[src/rtl/mbc_sbus_seq.sv]
// rtl/mbc_sbus_seq.sv - SBUS memory-cycle sequencer: MEM START, ACKN/DATA VALID pulses, word stepping, NXM watchdog
module mbc_sbus_seq #(
    parameter int NXM_TIMEOUT = 256,
    parameter int CNT_W       = 9
) (
    input  logic       clk,
    input  logic       RESET,
    input  logic       mem_rq,
    input  logic       rd_rq,
    input  logic       wr_rq,
    input  logic [3:0] word_req,
    input  logic       sbus_ackn,
    input  logic       sbus_data_valid,
    output logic       mem_start,
    output logic       ackn_pulse,
    output logic       data_valid_pulse,
    output logic [1:0] word_sel,
    output logic       a_change_coming,
    output logic       core_busy,
    output logic       core_rd_in_prog,
    output logic       nxm_flag
);

    typedef enum logic [1:0] {
        IDLE    = 2'd0,
        START   = 2'd1,
        RD_DATA = 2'd2
    } state_t;

    localparam logic [CNT_W-1:0] CNT_LAST = CNT_W'(NXM_TIMEOUT - 1);

    state_t           state_q, state_d;
    logic             rw_q, rw_d;
    logic [3:0]       mask_q, mask_d;
    logic [1:0]       word_sel_q, word_sel_d;
    logic             mem_start_q, mem_start_d;
    logic [CNT_W-1:0] cnt_q, cnt_d;
    logic             ackn_d_q, dv_d_q;
    logic             ackn_pulse_q, dv_pulse_q;
    logic             nxm_d, a_change_d;
    logic             event_seen, expire;
    logic [3:0]       remaining;

    function automatic logic [1:0] low_bit(input logic [3:0] m);
        if (m[0])      return 2'd0;
        else if (m[1]) return 2'd1;
        else if (m[2]) return 2'd2;
        else           return 2'd3;
    endfunction

    // Any bus event restarts the no-response watchdog and outranks expiry.
    assign event_seen = ackn_pulse_q | dv_pulse_q;
    assign expire     = (cnt_q == CNT_LAST) && !event_seen;
    assign remaining  = mask_q & ~(4'b0001 << word_sel_q);

    always_comb begin
        state_d     = state_q;
        rw_d        = rw_q;
        mask_d      = mask_q;
        word_sel_d  = word_sel_q;
        mem_start_d = mem_start_q;
        nxm_d       = 1'b0;
        a_change_d  = 1'b0;
        case (state_q)
            IDLE: begin
                if (mem_rq && (rd_rq || wr_rq) && (|word_req)) begin
                    rw_d        = rd_rq;
                    mask_d      = word_req;
                    word_sel_d  = low_bit(word_req);
                    mem_start_d = 1'b1;
                    state_d     = START;
                end
            end
            START: begin
                if (ackn_pulse_q) begin
                    mem_start_d = 1'b0;
                    if (rw_q) begin
                        state_d = RD_DATA;
                    end else begin
                        state_d = IDLE;
                        mask_d  = 4'b0000;
                    end
                end else if (expire) begin
                    nxm_d       = 1'b1;
                    mem_start_d = 1'b0;
                    state_d     = IDLE;
                    mask_d      = 4'b0000;
                end
            end
            RD_DATA: begin
                if (dv_pulse_q) begin
                    a_change_d = |(mask_q & (mask_q - 4'd1));
                    mask_d     = remaining;
                    if (|remaining) begin
                        word_sel_d = low_bit(remaining);
                    end else begin
                        state_d = IDLE;
                    end
                end else if (expire) begin
                    nxm_d   = 1'b1;
                    state_d = IDLE;
                    mask_d  = 4'b0000;
                end
            end
            default: begin
                state_d     = IDLE;
                mem_start_d = 1'b0;
                mask_d      = 4'b0000;
            end
        endcase
    end

    always_comb begin
        if ((state_q == IDLE) || (state_d != state_q) || event_seen) begin
            cnt_d = '0;
        end else begin
            cnt_d = cnt_q + CNT_W'(1);
        end
    end

    always_ff @(posedge clk or posedge RESET) begin
        if (RESET) begin
            state_q      <= IDLE;
            rw_q         <= 1'b0;
            mask_q       <= 4'b0000;
            word_sel_q   <= 2'd0;
            mem_start_q  <= 1'b0;
            cnt_q        <= '0;
            ackn_d_q     <= 1'b0;
            dv_d_q       <= 1'b0;
            ackn_pulse_q <= 1'b0;
            dv_pulse_q   <= 1'b0;
        end else begin
            state_q      <= state_d;
            rw_q         <= rw_d;
            mask_q       <= mask_d;
            word_sel_q   <= word_sel_d;
            mem_start_q  <= mem_start_d;
            cnt_q        <= cnt_d;
            ackn_d_q     <= sbus_ackn;
            dv_d_q       <= sbus_data_valid;
            ackn_pulse_q <= sbus_ackn & ~ackn_d_q;
            dv_pulse_q   <= sbus_data_valid & ~dv_d_q;
        end
    end

    assign mem_start        = mem_start_q;
    assign ackn_pulse       = ackn_pulse_q;
    assign data_valid_pulse = dv_pulse_q;
    assign word_sel         = word_sel_q;
    assign a_change_coming  = a_change_d;
    assign core_busy        = (state_q != IDLE);
    assign core_rd_in_prog  = (state_q == RD_DATA);
    assign nxm_flag         = nxm_d;

endmodule

[config.mk]
export PLATFORM = sky130hd
export DESIGN_NAME = mbc_sbus_seq
export DESIGN_NICKNAME = d
export VERILOG_FILES = /design/src/rtl/mbc_sbus_seq.sv
export SDC_FILE = /design/constraint.sdc
export NUM_CORES = 1
export LEC_CHECK = 0
export CAP_MARGIN = 20
export CORE_MARGIN = 1
export CORE_UTILIZATION = 50
export CTS_BUF_LIST = sky130_fd_sc_hd__clkbuf_2 sky130_fd_sc_hd__clkbuf_4 sky130_fd_sc_hd__clkbuf_8
export DETAILED_ROUTE_END_ITERATION = 16
export GPL_TIMING_DRIVEN = 0
export PLACE_DENSITY = 0.75
export SLEW_MARGIN = 5
export SYNTH_ARGS = -nofsm -noshare
export SYNTH_HDL_FRONTEND = slang
export SYNTH_SLANG_ARGS = --single-unit
export TNS_END_PERCENT = 5
[constraint.sdc]
create_clock -name clk -period 3.4 [get_ports clk]
set_clock_uncertainty 0.1 [all_clocks]
set_input_delay 0.68 -clock clk [delete_from_list [all_inputs] [get_ports clk]]
set_output_delay 0.68 -clock clk [all_outputs]
set_load 0.05 [all_outputs]
==> metrics.txt, run 1 <==
status=completed; initial antenna violation count=0; number of max-cap violations=0; Worst Tran Pin Value=0.898 ns; setup tns final=0 ns; GPL Wtd Cong=0.861; fin crit share=0.919; Worst Hold End=data_valid_pulse; worst-path fanout max=6; Cell Rows=18; EDFF count, synth=0; Clock Sinks=23; CTS buffer count=3; R2R Path Start=cnt_q[2]; CP Capture Type=output port; GRT Overall Usage=0.236; die height=53.7 µm; die area=0.00289 mm²; largest net degree at the start of global routing=24; TritonCTS clock tree=built; min Tclk post-route=3.13 ns; Total Wirelength=3000 µm; Initial DRC Count=27; worst slack, placed=0.172 ns; htree depth=1; Ports=20; clock group share of total power=0.112; worst hold start=dv_d_q; Area Overhead vs Synth=18.9%; clock root cell=clkbuf_4; Crit path largest cell delay=0.44 ns; Setup violations, final=0; r2r worst-path depth=10; Max stage delay cell, worst path=or3b_1; syn avg cell area=9.36 µm²; Nets=184; post-synth top area cell=dfrtp_1; Most used DFF post-synth=dfrtp_1; worst r2r dst=cnt_q[2]; first-pass GRT wire length=4870 µm; postcts setup bufs=0; distinct cell type count after synthesis=38; Routed Antenna Nets=0; Top Family by Delay on Critical Path=simple AND/OR/NAND/NOR gates; clock-pin slew on the worst setup and hold paths=0.13 ns; WP data arrival=2.35 ns; vias in the first global route=1064; RSZ-0062 raised after global routing=no; P_leak=0.678 nW; logic gate share of total power=0.549; FFs w/ async S/R, synth=1.00; share of layout cells above drive strength 1=0.114; Max transition margin=0.401; Yosys warning count=0; Power Internal=669 µW; flops & latches, synth=23; synthesized cell area=0.00134 mm²; Slew Limit Fails=0; worst-path cell chain=and3_1 -> and2_1 -> nand2_1 -> nor2_1 -> ha_1 -> or3b_1 -> nor2_1 -> clkbuf_2; worst setup slack after layout=0.275 ns; cell count after synthesis=143; R2R setup slack=0.81 ns; clk buf depth=2; Post-DP Area=0.00157 mm²; final instance area=0.00159 mm²; PortBufs=19; class of the worst hold path=register to register; post-synthesis sequential area ratio=0.430; HPWL after detailed placement=2150 µm; Die W=53.7 µm; Final Hold Viols=0; most area-consuming cells after synthesis=dfrtp_1 43%, ha_1 5.6%, o21ai_0 4.5%; power per cell area=785 mW/mm²; Syn Nets=160; P_sw=581 µW; n_diodes=0; share of the synthesized area in the top cell type=0.430; Hold Crit Depth=1; Final Power=1.25 mW; Crit path top cell by count=nor2_1; Buf/Inv on CP=1; Max IR drop VDD=514 µV; worst endpoint required time=2.62 ns; hold_buf cts=0; initial core utilization=0.536; DR pass1 iterations=4; CP startpoint kind=register; fmax=320 MHz; Routed wire per std cell=15.3 µm; Remaining DRCs=0; core area=0.00250 mm²; Clock Latency Late Sink=0.31 ns; grt total ovfl=0; CP Class=register to output port; Via Count=1149; Switching Fraction=0.465; DR vias/cell=5.86; Flop pwr share=0.340
## worst max-delay path by stage
stage                     from              end  slack, ns  depth (start not counted)
floorplan           state_q[0]  a_change_coming       0.39                          4
global placement      cnt_q[2]         nxm_flag       0.19                          8
finish                cnt_q[2]         nxm_flag       0.27                          8
detailed placement    cnt_q[2]         nxm_flag       0.17                          8
global route          cnt_q[2]         nxm_flag        0.1                          8
CTS                   cnt_q[2]         nxm_flag       0.06                          8
## flip-flops by register name, summed over array words and instances, names as in the netlist
signal and cells:
mask_q 4, word_sel 2, mem_start 1, ackn_d_q 1, state_q 2, dv_d_q 1, cnt_q 9, ackn_pulse 1
data_valid_pulse 1, rw_q 1
## cell type report
cell class,instances,area [µm²]
repair buffers,19,185
clock buffers,4,30.0
fillers,226,908
flip-flops and latches,23,576
well taps,30,37.5
inverters,6,22.5
plain buffers,3,23.8
multi-input cells,111,717
## kinds of logic (layout without fill, tap and decap cells)
logic type	after synthesis	in the layout	share of synthesized area
flip-flops	23	23	0.430
multiplexers	3	3	0.0280
AND/OR/NAND/NOR	60	60	0.225
adder cells (fa/ha/maj)	7	7	0.0636
AO/OA/AOI/OAI	35	35	0.179
XOR/XNOR	6	6	0.0393
buffers and inverters	9	32	0.0346
## worst reg2reg max path, stage by stage (launching register included)
cell and delay [ns]:
dfrtp_1 0.43, and3_1 0.22, and2_1 0.16, nand2_1 0.09, nor2_1 0.12, ha_1 0.14
or3b_1 0.44, nand2_1 0.13, nand4_1 0.12, a21oi_2 0.40, nor2_1 0.11
## through the flow
stage | cells | util | hold WS (ns)
2_1_floorplan | 143 | - | 0.278
6_report | 196 | 0.637 | 0.309
4_1_cts | 196 | 0.638 | 0.311
3_5_place_dp | 192 | 0.627 | 0.294
5_1_grt | 196 | 0.637 | 0.325
3_3_place_gp | 192 | 0.627 | 0.288
## Yosys cell counts, drive strengths merged (2+ instances only)
master   n
nand2   15
and2     5
mux2     3
dfrtp   23
a31oi    2
or3b     2
inv      6
nand4    2
a211oi   2
xor2     5
nor2b    6
nor3     4
a21oi    8
a22o     3
buf      3
o21ai   13
a32o     2
ha       6
nor2    16
o31ai    2
nand2b   2
nand3    5
## placed cells by master (no fill, tap or decap), types with 2 or more instances in the layout
cell type	count
a211oi_1	2
a21oi_1	7
a22o_1	2
a31oi_1	2
a32o_1	2
and2_1	5
clkbuf_4	4
clkdlybuf4s50_1	18
dfrtp_1	23
ha_1	6
inv_1	6
mux2_2	2
nand2_1	14
nand2b_1	2
nand3_1	5
nand4_1	2
nor2_1	16
nor2b_1	6
nor3_1	4
o21ai_0	12
o31ai_1	2
xor2_1	5
## power groups by stage
stage	Combinational [mW]	Clock [mW]	Sequential (mW)
finish	0.686	0.140	0.425
global route	0.752	0.151	0.436
CTS	0.684	0.142	0.424
detailed placement	0.679	0	0.430
global placement	0.665	0	0.424
floorplan	0.456	0	0.467
## metal layers
layer  wire length, µm  vias to the layer above  share of wire  global-route usage
met1              1310                      555           0.44               0.295
met4                14                        0         0.0047              0.0746
met3               170                        2          0.057              0.0537
met2              1510                       43           0.50               0.401
li1                  -                      549              -                   -
met5                 0                        -              0                   0
## timing repair
action | CTS | global route
endpoints found under the setup margin | 1 | 1
gates cloned | 0 | 0
gates resized for setup | 1 | 2
Note: power is estimated with default switching activity, not from simulation.
==> inputs of run 2 (changes only) <==
--- a/config.mk
+++ b/config.mk
@@ -5,13 +5,14 @@
 export SDC_FILE = /design/constraint.sdc
 export NUM_CORES = 1
 export LEC_CHECK = 0
+export ABC_AREA = 1
 export CAP_MARGIN = 20
 export CORE_MARGIN = 1
 export CORE_UTILIZATION = 50
 export CTS_BUF_LIST = sky130_fd_sc_hd__clkbuf_2 sky130_fd_sc_hd__clkbuf_4 sky130_fd_sc_hd__clkbuf_8
 export DETAILED_ROUTE_END_ITERATION = 16
 export GPL_TIMING_DRIVEN = 0
-export PLACE_DENSITY = 0.75
+export PLACE_DENSITY = 0.74
 export SLEW_MARGIN = 5
 export SYNTH_ARGS = -nofsm -noshare
 export SYNTH_HDL_FRONTEND = slang
==> metrics.txt, run 2 <==
status=completed (unchanged); Max stage delay cell, worst path=clkdlybuf4s50_1 (was or3b_1); clock-pin slew on the worst setup and hold paths=0.13 ns (about the same); Clock Latency Late Sink=0.31 ns (about the same); distinct cell type count after synthesis=29 (was 38); worst-path fanout max=10 (was 6); most frequent cells in the layout=32 x nand2_1, 25 x inv_1, 23 x dfrtp_1 (was 23 x dfrtp_1, 18 x clkdlybuf4s50_1, 16 x nor2_1); Largest regs=cnt_q x9, mask_q x4 (unchanged); die height=54.8 µm (was 53.7 µm); Buf/Inv on CP=4 (was 1); worst-path cell chain=inv_1 -> ha_1 -> buf_4 -> nand2_1 -> inv_1 -> nand2_1 -> a31oi_1 -> clkdlybuf4s50_1 (was and3_1 -> and2_1 -> nand2_1 -> nor2_1 -> ha_1 -> or3b_1 -> nor2_1 -> clkbuf_2); r2r worst-path depth=16 (was 10); hold_buf cts=0 (unchanged); max reg flops=9 (unchanged); clock root cell=clkbuf_4 (unchanged); min Tclk post-route=3.22 ns (was 3.13 ns); Post-DP Area=0.00162 mm² (was 0.00157 mm²); n_diodes=0 (unchanged); first-pass GRT wire length=4690 µm (was 4870 µm); post-synthesis sequential area ratio=0.413 (was 0.430); Final Hold Viols=0 (unchanged); EDFF count, synth=0 (unchanged); Slew Limit Fails=0 (unchanged); worst endpoint required time=2.62 ns (about the same); flops & latches, synth=23 (unchanged); initial core utilization=0.548 (was 0.536); TritonCTS clock tree=built (unchanged); CP startpoint kind=register (unchanged); Top Family by Delay on Critical Path=buffers and inverters (was simple AND/OR/NAND/NOR gates); synthesized cell area=0.00139 mm² (was 0.00134 mm²); htree depth=1 (unchanged); register bank with the most flops=cnt_q (unchanged); CP Capture Type=output port (unchanged); Routed Antenna Nets=0 (unchanged); Total Wirelength=2800 µm (was 3000 µm); Via Count=1179 (was 1149); syn avg cell area=8.25 µm² (was 9.36 µm²); Setup violations, final=0 (unchanged); DR vias/cell=5.31 (was 5.86); PortBufs=19 (unchanged); Worst Tran Pin Value=0.825 ns (was 0.898 ns); GRT Overall Usage=0.220 (was 0.236); fin crit share=0.948 (was 0.919); share of the synthesized area in the top cell type=0.413 (was 0.430); Hold Crit Depth=1 (unchanged); HPWL after detailed placement=2230 µm (was 2150 µm); vias in the first global route=1066 (was 1064); post-synth top area cell=dfrtp_1 (unchanged); die area=0.00300 mm² (was 0.00289 mm²); class of the worst hold path=register to register (unchanged); Max IR drop VDD=607 µV (was 514 µV); Layout Cells excl Fill=222 (was 196); met3 Usage GRT=0.0333 (was 0.0537); Crit path largest cell delay=0.83 ns (was 0.44 ns); Clock Sinks=23 (unchanged); share of layout cells above drive strength 1=0.161 (was 0.114); Nets=210 (was 184); Inst Count DP=218 (was 192); RSZ-0062 raised after global routing=no (unchanged); Most used DFF post-synth=dfrtp_1 (unchanged); core area=0.00254 mm² (was 0.00250 mm²); Remaining DRCs=0 (unchanged); Ports=20 (unchanged); DR pass1 iterations=4 (unchanged); Area Overhead vs Synth=18.0% (was 18.9%); fmax=310 MHz (was 320 MHz); Yosys warning count=0 (unchanged); number of max-cap violations=0 (unchanged); Final Core Density=0.646 (was 0.637); Final Power=1.22 mW (was 1.25 mW); final instance area=0.00164 mm² (was 0.00159 mm²); CP Class=register to output port (unchanged); Filler cells=229 (was 226); cell count after synthesis=169 (was 143); P_leak=0.749 nW (was 0.678 nW); clk buf depth=2 (unchanged); power per cell area=743 mW/mm² (was 785 mW/mm²); cell with the most instances after synthesis=nand2_1 (was dfrtp_1); Cell Rows=18 (unchanged); largest net degree at the start of global routing=24 (unchanged); FFs w/ async S/R, synth=1.00 (unchanged); GRT Max-Usage Layer=met2 (unchanged); initial antenna violation count=0 (unchanged); grt total ovfl=0 (unchanged); GPL Wtd Cong=0.896 (was 0.861); Post-synth top cells=32 x nand2_1, 25 x inv_1, 23 x dfrtp_1, 13 x nor2_1, 11 x nor2_2 (was 23 x dfrtp_1, 16 x nor2_1, 14 x nand2_1, 12 x o21ai_0, 7 x a21oi_1); Die W=54.8 µm (was 53.7 µm); CTS buffer count=3 (unchanged); WP depth=8 (unchanged); Max transition margin=0.450 (was 0.401); met1 usage=0.322 (was 0.295); most area-consuming cells after synthesis=dfrtp_1 41%, nand2_1 8.6%, inv_1 6.7% (was dfrtp_1 43%, ha_1 5.6%, o21ai_0 4.5%); setup tns final=0 ns (unchanged); Syn Nets=186 (was 160); Routed wire per std cell=12.6 µm (was 15.3 µm); commonest non-fill, non-tap cell in the layout=nand2_1 (was dfrtp_1); WP data arrival=2.44 ns (was 2.35 ns); Initial DRC Count=47 (was 27); GR Util met2=0.337 (was 0.401)
## run 2: cell count changes in the layout (fill, tap and decap cells not counted), moves of 4 or more
| cell | before | now |
|---|---|---|
| nor2b_1 | 6 | 0 |
| o21ai_0 | 12 | 5 |
| o211ai_1 | 0 | 5 |
| nand2_1 | 14 | 32 |
| nand2_2 | 1 | 7 |
| o21ai_1 | 0 | 5 |
| nor2_2 | 0 | 11 |
| inv_1 | 6 | 25 |
| a21oi_1 | 7 | 3 |
| and2_1 | 5 | 0 |
## run 2: worst paths after layout
kind                                   end  slack (ns)        from
setup / recovery           a_change_coming        0.18  state_q[0]
hold / removal                  ackn_pulse        0.30    ackn_d_q
setup reg to reg                  cnt_q[5]        0.95    cnt_q[0]
hold reg to reg                 ackn_pulse        0.30    ackn_d_q
max in group asynchronous             rw_q        1.98       RESET
min in group asynchronous       ackn_pulse        0.71       RESET
## run 2: kinds of logic after synthesis
kind of cell,synth area share
xor+xnor,0.0377
compound gates,0.137
fa+ha+maj,0.0539
simple gates,0.269
buf+inv,0.0808
mux,0.00808
flops,0.413
## run 2: area by class of cell
type | instances | area (µm²) | share of cell area
flip-flops and latches | 23 | 576 | 0.350
clock inverters | 1 | 5.00 | 0.00304
multi-input cells | 117 | 706 | 0.429
repair buffers | 19 | 185 | 0.113
inverters | 28 | 105 | 0.0639
well taps | 30 | 37.5 | 0.0228
plain buffers | 1 | 7.51 | 0.00457
clock buffers | 3 | 22.5 | 0.0137
## run 2: timing repair
| action | 4_1_cts | 5_1_grt |
|---|---|---|
| cloned | 0 | 0 |
| endpoints found under the setup margin | 1 | 1 |
| gates resized for setup | 1 | 2 |
| hold endpoints to repair | 0 | 0 |
| buffers inserted | 0 | 0 |
## run 2: worst reg2reg max path, stage by stage (launching register included)
cell,delay [ns]
dfrtp_1,0.41
ha_1,0.20
nand3_1,0.12
nor3b_1,0.31
nand2_1,0.10
nor2_1,0.11
ha_1,0.21
nand2_4,0.10
nand3_1,0.10
nand2_1,0.06
nor2_2,0.09
nand2_1,0.06
nand2_1,0.07
nand2_1,0.06
nand2_2,0.07
nand2_4,0.11
nor2_2,0.11
## run 2: through the flow
stage | hold slack (ns) | worst slack [ns]
floorplan | 0.276 | 0.381
global placement | 0.282 | 0.205
detailed placement | 0.290 | 0.184
CTS | 0.309 | 0.0882
global route | 0.326 | 0.0424
finish | 0.302 | 0.175
## run 2: layer usage
metal  part of all wire  wire length, µm
met3              0.064              180
met2               0.45             1270
met4             0.0082               23
met1               0.48             1330
met5                  0                0
## run 2: power breakdown
part	switching (mW)	total (mW)	internal [mW]
Sequential	0.0788	0.418	0.339
Clock	0.0848	0.129	0.0439
Combinational	0.449	0.675	0.227
Total	0.612	1.22	0.610
